$ cat src/rtl/cpu_control_fsm.sv
// rtl/cpu_control_fsm.sv - multicycle CPU control FSM sequencing fetch/decode/exec/mem/wb
// Optional memory-wait timeout enabled by defining CTRL_TIMEOUT_EN.
module cpu_control_fsm #(
   parameter int TIMEOUT_CYCLES = 16
) (
   input  logic        clk,
   input  logic        rst,
   input  logic        run,
   input  logic [3:0]  opcode,
   input  logic        alu_zero,
   input  logic        mem_ready,
   output logic        ir_we,
   output logic        pc_we,
   output logic        reg_we,
   output logic        mem_re,
   output logic        mem_we,
   output logic [1:0]  pc_src,
   output logic        reg_src,
   output logic        alu_src_b,
   output logic [2:0]  alu_op,
   output logic [2:0]  state,
   output logic        halted,
   output logic        illegal,
   output logic [15:0] retired
`ifdef CTRL_TIMEOUT_EN
   ,
   output logic        timeout
`endif
);

   typedef enum logic [2:0] {
      S_IDLE   = 3'd0,
      S_FETCH  = 3'd1,
      S_DECODE = 3'd2,
      S_EXEC   = 3'd3,
      S_MEM    = 3'd4,
      S_WB     = 3'd5,
      S_HALT   = 3'd6
   } state_t;

   localparam logic [3:0] OP_NOP   = 4'h0;
   localparam logic [3:0] OP_ADD   = 4'h1;
   localparam logic [3:0] OP_SUB   = 4'h2;
   localparam logic [3:0] OP_AND   = 4'h3;
   localparam logic [3:0] OP_OR    = 4'h4;
   localparam logic [3:0] OP_LOAD  = 4'h5;
   localparam logic [3:0] OP_STORE = 4'h6;
   localparam logic [3:0] OP_BEQ   = 4'h7;
   localparam logic [3:0] OP_JMP   = 4'h8;
   localparam logic [3:0] OP_HALT  = 4'hf;

   state_t      state_r;
   state_t      state_n;
   logic        illegal_r;
   logic        illegal_set;
   logic [15:0] retired_r;
   logic        retire;
   logic        is_alu_op;
   logic        waiting;

   assign is_alu_op = (opcode == OP_ADD) || (opcode == OP_SUB) ||
                      (opcode == OP_AND) || (opcode == OP_OR);
   assign waiting   = (state_r == S_FETCH) || (state_r == S_MEM);

`ifdef CTRL_TIMEOUT_EN
   localparam int TW = $clog2(TIMEOUT_CYCLES + 1);
   logic [TW-1:0] wait_cnt;
   logic          timeout_r;
   logic          wait_expired;

   // Leaving FETCH/MEM requires mem_ready=1, which clears the count, so it
   // always starts from zero on entry.
   assign wait_expired = waiting && !mem_ready && (wait_cnt == TW'(TIMEOUT_CYCLES - 1));

   always_ff @(posedge clk) begin
      if (rst) begin
         wait_cnt  <= '0;
         timeout_r <= 1'b0;
      end else begin
         if (waiting && !mem_ready) begin
            wait_cnt <= wait_cnt + 1'b1;
         end else begin
            wait_cnt <= '0;
         end
         if (wait_expired) begin
            timeout_r <= 1'b1;
         end
      end
   end

   assign timeout = timeout_r;
`else
   logic unused_timeout_cfg;
   assign unused_timeout_cfg = (TIMEOUT_CYCLES != 0) && waiting;
`endif

   always_ff @(posedge clk) begin
      if (rst) begin
         state_r   <= S_IDLE;
         illegal_r <= 1'b0;
         retired_r <= 16'd0;
      end else begin
         state_r <= state_n;
         if (illegal_set) begin
            illegal_r <= 1'b1;
         end
         if (retire) begin
            retired_r <= retired_r + 16'd1;
         end
      end
   end

   always_comb begin
      state_n     = state_r;
      ir_we       = 1'b0;
      pc_we       = 1'b0;
      reg_we      = 1'b0;
      mem_re      = 1'b0;
      mem_we      = 1'b0;
      pc_src      = 2'd0;
      reg_src     = 1'b0;
      alu_src_b   = 1'b0;
      alu_op      = 3'd0;
      illegal_set = 1'b0;
      retire      = 1'b0;

      case (state_r)
         S_IDLE: begin
            if (run) begin
               state_n = S_FETCH;
            end
         end
         S_FETCH: begin
            mem_re = 1'b1;
            if (mem_ready) begin
               ir_we   = 1'b1;
               pc_we   = 1'b1;
               state_n = S_DECODE;
            end
         end
         S_DECODE: begin
            if (opcode == OP_HALT) begin
               state_n = S_HALT;
            end else if (opcode > OP_JMP) begin
               illegal_set = 1'b1;
               state_n     = S_HALT;
            end else begin
               state_n = S_EXEC;
            end
         end
         S_EXEC: begin
            case (opcode)
               OP_ADD, OP_SUB, OP_AND, OP_OR: begin
                  alu_op  = opcode[2:0] - 3'd1;
                  state_n = S_WB;
               end
               OP_LOAD, OP_STORE: begin
                  alu_src_b = 1'b1;
                  state_n   = S_MEM;
               end
               OP_BEQ: begin
                  alu_op = 3'd1;
                  if (alu_zero) begin
                     pc_we  = 1'b1;
                     pc_src = 2'd1;
                  end
                  retire  = 1'b1;
                  state_n = S_FETCH;
               end
               OP_JMP: begin
                  pc_we   = 1'b1;
                  pc_src  = 2'd2;
                  retire  = 1'b1;
                  state_n = S_FETCH;
               end
               default: begin
                  retire  = 1'b1;
                  state_n = S_FETCH;
               end
            endcase
         end
         S_MEM: begin
            if (opcode == OP_STORE) begin
               mem_we = 1'b1;
            end else begin
               mem_re = 1'b1;
            end
            if (mem_ready) begin
               if (opcode == OP_STORE) begin
                  retire  = 1'b1;
                  state_n = S_FETCH;
               end else begin
                  state_n = S_WB;
               end
            end
         end
         S_WB: begin
            reg_we  = 1'b1;
            reg_src = (opcode == OP_LOAD);
            // Keep the ALU result stable while the register file captures it.
            if (is_alu_op) begin
               alu_op = opcode[2:0] - 3'd1;
            end
            retire  = 1'b1;
            state_n = S_FETCH;
         end
         S_HALT: begin
            state_n = S_HALT;
         end
         default: begin
            state_n = S_IDLE;
         end
      endcase

`ifdef CTRL_TIMEOUT_EN
      if (wait_expired) begin
         state_n = S_HALT;
      end
`endif
   end

   assign state   = state_r;
   assign halted  = (state_r == S_HALT);
   assign illegal = illegal_r;
   assign retired = retired_r;

endmodule

$ cat config.mk
export PLATFORM = sky130hd
export DESIGN_NAME = cpu_control_fsm
export DESIGN_NICKNAME = d
export VERILOG_FILES = /design/src/rtl/cpu_control_fsm.sv
export SDC_FILE = /design/constraint.sdc
export NUM_CORES = 1
export LEC_CHECK = 0
export CAP_MARGIN = 10
export CORE_MARGIN = 2
export CORE_UTILIZATION = 30
export CTS_CLUSTER_DIAMETER = 120
export DETAILED_ROUTE_END_ITERATION = 6
export RECOVER_POWER = 25
export SYNTH_ARGS = -nofsm -noshare
export SYNTH_HDL_FRONTEND = slang
export SYNTH_SLANG_ARGS = --single-unit
$ cat constraint.sdc
create_clock -name clk -period 2.55 [get_ports clk]
set_input_delay 0.255 -clock clk [delete_from_list [all_inputs] [get_ports clk]]
set_output_delay 0.255 -clock clk [all_outputs]
set_load 0.02 [all_outputs]
==> results of run 1 <==
==> state kept, by name, summed over array words and instances (netlist names) <==
name     cells
retired     16
state        3
illegal      1
==> per-layer routing <==
| layer | up-vias | share of wire | global-route usage |
|---|---|---|---|
| met3 | 5 | 0.046 | 0.0307 |
| li1 | 687 | - | - |
| met4 | 0 | 0.0075 | 0.0261 |
| met5 | - | 0 | 0 |
| met1 | 594 | 0.47 | 0.167 |
| met2 | 31 | 0.48 | 0.232 |
==> how the worst max path moves through the flow <==
stage | endpoint | slack (ns) | cells past startpoint
floorplan | pc_we | 0.61 | 4
global placement | pc_we | 0.11 | 7
detailed placement | alu_op[0] | 0.09 | 8
CTS | alu_op[0] | 0.07 | 6
global route | alu_op[1] | 0.02 | 8
finish | alu_op[1] | 0.19 | 8
==> area by class of cell <==
| cell class | count | area [um2] |
|---|---|---|
| tap | 50 | 62.6 |
| inverter | 7 | 26.3 |
| timing repair buffer | 49 | 490 |
| multi-input combinational | 128 | 793 |
| clock buffer | 3 | 41.3 |
| fill | 446 | 2210 |
| sequential | 20 | 402 |
==> placed cells by master, fill, tap and decap left out, types with 7 or more instances in the layout <==
master            n
or3_1            11
nand3_1           7
nor2_1           11
dfxtp_1          19
buf_4             7
dlygate4sd3_1    11
nand2_1           9
o21ai_0          12
clkdlybuf4s50_1  27
a21oi_1          20
==> power breakdown <==
| group | total (mW) | internal, mW | switching (mW) |
|---|---|---|---|
| logic | 0.200 | 0.100 | 0.0997 |
| registers | 0.343 | 0.322 | 0.0219 |
| clock network | 0.202 | 0.105 | 0.0965 |
| total | 0.745 | 0.527 | 0.218 |
==> what timing repair did <==
item,4_1_cts,5_1_grt
hold endpoints to repair,0,0
gates resized for setup,0,6
setup endpoints to repair,0,4
==> cell families (layout without fill, tap and decap cells) <==
| kind of cell | after synthesis | in the layout |
|---|---|---|
| and+or+nand+nor | 69 | 69 |
| adders and majority gates | 6 | 6 |
| xor gates and xnor gates | 2 | 2 |
| muxes | 2 | 2 |
| AOI/OAI and AO/OA | 49 | 49 |
| buffers and inverters | 17 | 59 |
| DFF | 20 | 20 |
==> critical path, cell delays in order <==
cell and delay [ns]:
clkdlybuf4s50_1 0.46, inv_1 0.13, ha_1 0.21, nor2_2 0.07, a21oi_1 0.12, o211ai_1 0.14
nor2_1 0.11, clkdlybuf4s50_1 0.61
==> qor.yml, run 1 <==
power_and_ir_drop:
  irDropWorstVdd_uv: 207
  power_mw: 0.745
  p_leak_nw: 0.731
  p_per_area_nw_per_um2: 410
yosys:
  seq_area_frac_synth: 0.315
  postSynthAreaPerCell_um2: 7.71
  synthCells: 165
  yosys-top-cells-area: "dfxtp_1, a21oi_1, ha_1"
  synth_xor_area_frac: 0.0138
  ys_async_sr_fraction: 0
  muxShareOfSynthArea: 0.0157
  netlist_top_cells_count: "a21oi_1, dfxtp_1, nor2_1, o21ai_0, or3_1"
  yosysTopAreaCellShare: 0.315
  syn-num-nets: 180
  synth_fa_ha_area_frac: 0.0590
  synth_compound_area_frac: 0.236
  synth_top_family_by_area: "simple AND/OR/NAND/NOR gates"
  synth.distinct_cells: 37
  synth_area_um2: 1270
  synthFlopType: "dfxtp_1"
  synth-seq-cells: 20
  ys_warn_count: 0
  yosysTopAreaCell: "dfxtp_1"
  synth_edf_count: 0
  synthSimpleGateAreaFrac: 0.297
route:
  wire_per_inst_um: 11.9
  vias: 1317
  post-route-drc-count: 0
  firstDrtPassIters: 4
  via_per_inst: 5.12
  ant_nets: 0
  routed_wl_um: 3060
  drt-initial-drc-count: 69
worst_setup_path:
  criticalPathCategory: "input pin to output pin"
  critPathMaxFanout: 4
  rrSetupSlack_ns: 0.67
  crit_path_start_kind: "input pin"
  critical_path.startpoint: "opcode[0]"
  required_ns: 2.30
  critical_path_arrival_ns: 2.10
  rr_endpoint: "retired[14]"
  end_kind: "output pin"
  ff2ff_path_depth: 6
  timing.rr.start: "state[0]"
clock_network:
  cts_sinks: 20
  cts-htree-levels: 1
  cts_made_buffers: 3
  path_clk_slew_ns: 0.07
  cts_tree: "done"
  hold_buffers: 0
  post_cts_buffers: 0
  insertion_delay_ns: 0.25
  cts.path.max_buffers: 2
  clockRootBuffer: "clkbuf_8"
floorplan:
  die_w_um: 69.1
  dieArea_um2: 4780
  rows: 23
  start_util: 0.316
  die_y_um: 69.1
  pin_count: 42
  core_area_um2: 4030
min_path:
  hp-class: "register to register"
  hold_depth: 2
  min_to: "retired[15]"
  min-delay-start: "retired[15]"
sta:
  setup_viol: 0
  rsz0062_at_grt: "no"
  final_max_slew_viol_count: 0
  fmax_ghz: 0.424
  fin_hold_ws_ns: 0.482
  hold_viol_final: 0
  setup_slack_ns: 0.193
  worst_pin_slew_ns: 0.439
  maxSlewHeadroom: 0.707
  finalCritPeriodShare: 0.924
  post-route-min-period_ns: 2.36
  tns_ns: 0
  skew_ns: 0.00238
place:
  place_area_um2: 1760
  hpwl_um: 2290
  port_buffers: 41
  gp_congestion: 0.908
  dpl.cell_count: 254
  post-place-ws_ns: 0.0905
global_route:
  antenna_found_initial: 0
  track_usage: 0.133
  grt_max_degree: 31
  grt_pass1_wl_um: 5450
  grt_pass1_vias: 1248
  overflow: 0
cells_and_area:
  nets: 224
  layout-drive-gt1-share: 0.0821
  fin_cells: 257
  area_growth_pct: 42.7
  diodes: 0
  post-route-util: 0.451
  final_area_um2: 1820
run:
  maxCapViolations: 0
outcome:
  outcome: "finished, final reports clean"
(Power assumes the default switching activity.)
==> run 2: changes to the inputs <==
- CORE_MARGIN: 2 -> 1.5
==> qor.yml, run 2 (synthesized netlist as in run 1, its figures left out) <==
outcome:
  outcome: "finished, final reports clean"
global_route:
  grt_pass1_vias: 1144
  overflow: 0
  antenna_found_initial: 0
  grt_max_degree: 31
  track_usage: 0.138
  grt_pass1_wl_um: 5060
clock_network:
  cts.path.max_buffers: 2
  cts_resized: 0
  post_cts_buffers: 0
  cts_tree: "done"
  cts_made_buffers: 3
  insertion_delay_ns: 0.26
  clockRootBuffer: "clkbuf_8"
  path_clk_slew_ns: 0.08
  cts-htree-levels: 1
  hold_buffers: 0
  cts_sinks: 20
min_path:
  hp-class: "register to register"
  hold_depth: 2
  min_to: "retired[15]"
  min-delay-start: "retired[15]"
floorplan:
  rows: 23
  die_y_um: 68.1
  start_util: 0.316
  dieArea_um2: 4640
  die_w_um: 68.1
  pin_count: 42
  core_area_um2: 4030
route:
  via_per_inst: 5.10
  firstDrtPassIters: 6
  routed_wl_um: 3040
  post-route-drc-count: 0
  wire_per_inst_um: 11.8
  ant_nets: 0
  vias: 1317
  drt-initial-drc-count: 81
worst_setup_path:
  path_common_cell: "clkdlybuf4s50_1"
  timing.rr.start: "state[1]"
  critical_path_arrival_ns: 2.14
  criticalPathCategory: "input pin to output pin"
  crit_cells: 8
  required_ns: 2.30
  ff2ff_path_depth: 6
  end_kind: "output pin"
  rr_endpoint: "retired[10]"
  slowest_delay_ns: 0.61
  crit_path_top_delay_cell: "clkdlybuf4s50_1"
  crit_path_start_kind: "input pin"
  critPathBufInv: 3
  rrSetupSlack_ns: 0.66
  cp_cell_sequence: "clkdlybuf4s50_1, inv_1, ha_1, nor2_2, a21oi_1, o211ai_1, nor2_1, clkdlybuf4s50_1"
  crit_family: "buffers and inverters"
  critPathMaxFanout: 4
cells_and_area:
  diodes: 0
  mostFrequentLayoutCells: "clkdlybuf4s50_1, a21oi_1, dfxtp_1, o21ai_0"
  layout_commonest_cell: "clkdlybuf4s50_1"
  layout-drive-gt1-share: 0.0913
  largest_reg_flops: 16
  nets: 224
  area_growth_pct: 44.9
place:
  port_buffers: 41
  gp_congestion: 0.849
  hpwl_um: 2220
sta:
  tns_ns: 0
  post-route-min-period_ns: 2.40
  finalCritPeriodShare: 0.941
  setup_viol: 0
  fin_hold_ws_ns: 0.486
  rsz0062_at_grt: "no"
  skew_ns: 0.00856
  worst_pin_slew_ns: 0.350
  hold_viol_final: 0
  maxSlewHeadroom: 0.760
  fmax_ghz: 0.417
  final_max_slew_viol_count: 0
power_and_ir_drop:
  swShare: 0.265
  combinationalPowerShare: 0.234
  p_per_area_nw_per_um2: 467
  p_sw_mw: 0.228
  pwr-share-seq: 0.402
  irDropWorstVdd_uv: 392
  clkPwrFrac: 0.365
  p_leak_nw: 0.727
  intPower_mw: 0.634
run:
  maxCapViolations: 0
[run 2: how the worst max path moves through the flow]
stage | startpoint | endpoint | slack (ns)
after floorplan | state[1] | pc_we | 0.61
after global placement | opcode[0] | pc_we | 0.10
after detailed placement | opcode[0] | retired[10] | 0.09
after CTS | state[2] | pc_we | 0.07
after global routing | opcode[0] | alu_op[2] | 0.03
final | opcode[0] | alu_op[2] | 0.15
[run 2: routing by layer]
| metal | wire [um] | vias to the layer above | track usage |
|---|---|---|---|
| met2 | 1330 | 31 | 0.221 |
| met5 | 0 | - | 0 |
| met4 | 11 | 0 | 0.0150 |
| met3 | 175 | 2 | 0.0444 |
| li1 | - | 690 | - |
| met1 | 1520 | 594 | 0.188 |
[run 2: final cells by class]
cell class	count	area [um2]
inverters	7	26.3
clock inverters	1	30.0
multi-input cells	128	793
repair buffers	49	488
flip-flops and latches	20	403
fillers	408	2180
clock buffers	3	41.3
well taps	50	62.6
[run 2: power by group through the flow]
stage	Clock (mW)	Combinational, mW	Sequential (mW)
finish	0.314	0.202	0.346
global route	0.340	0.221	0.349
CTS	0.325	0.203	0.345
detailed placement	0	0.202	0.352
global placement	0	0.204	0.352
floorplan	0	0.116	0.349
[run 2: stage by stage]
stage               instance area (um2)  setup slack, ns  cells  utilization  power, mW
floorplan                          1270            0.611    165            -      0.465
global placement                   1760            0.103    254        0.438      0.556
detailed placement                 1760           0.0872    254        0.438      0.553
CTS                                1830           0.0671    258        0.455      0.873
global route                       1840           0.0258    258        0.458      0.910
finish                             1840            0.151    258        0.458      0.862
[run 2: worst min-delay path, cell delays in order (launching register included)]
cell	delay (ns)
dfxtp_1	0.32
o31ai_1	0.06
a21oi_1	0.06
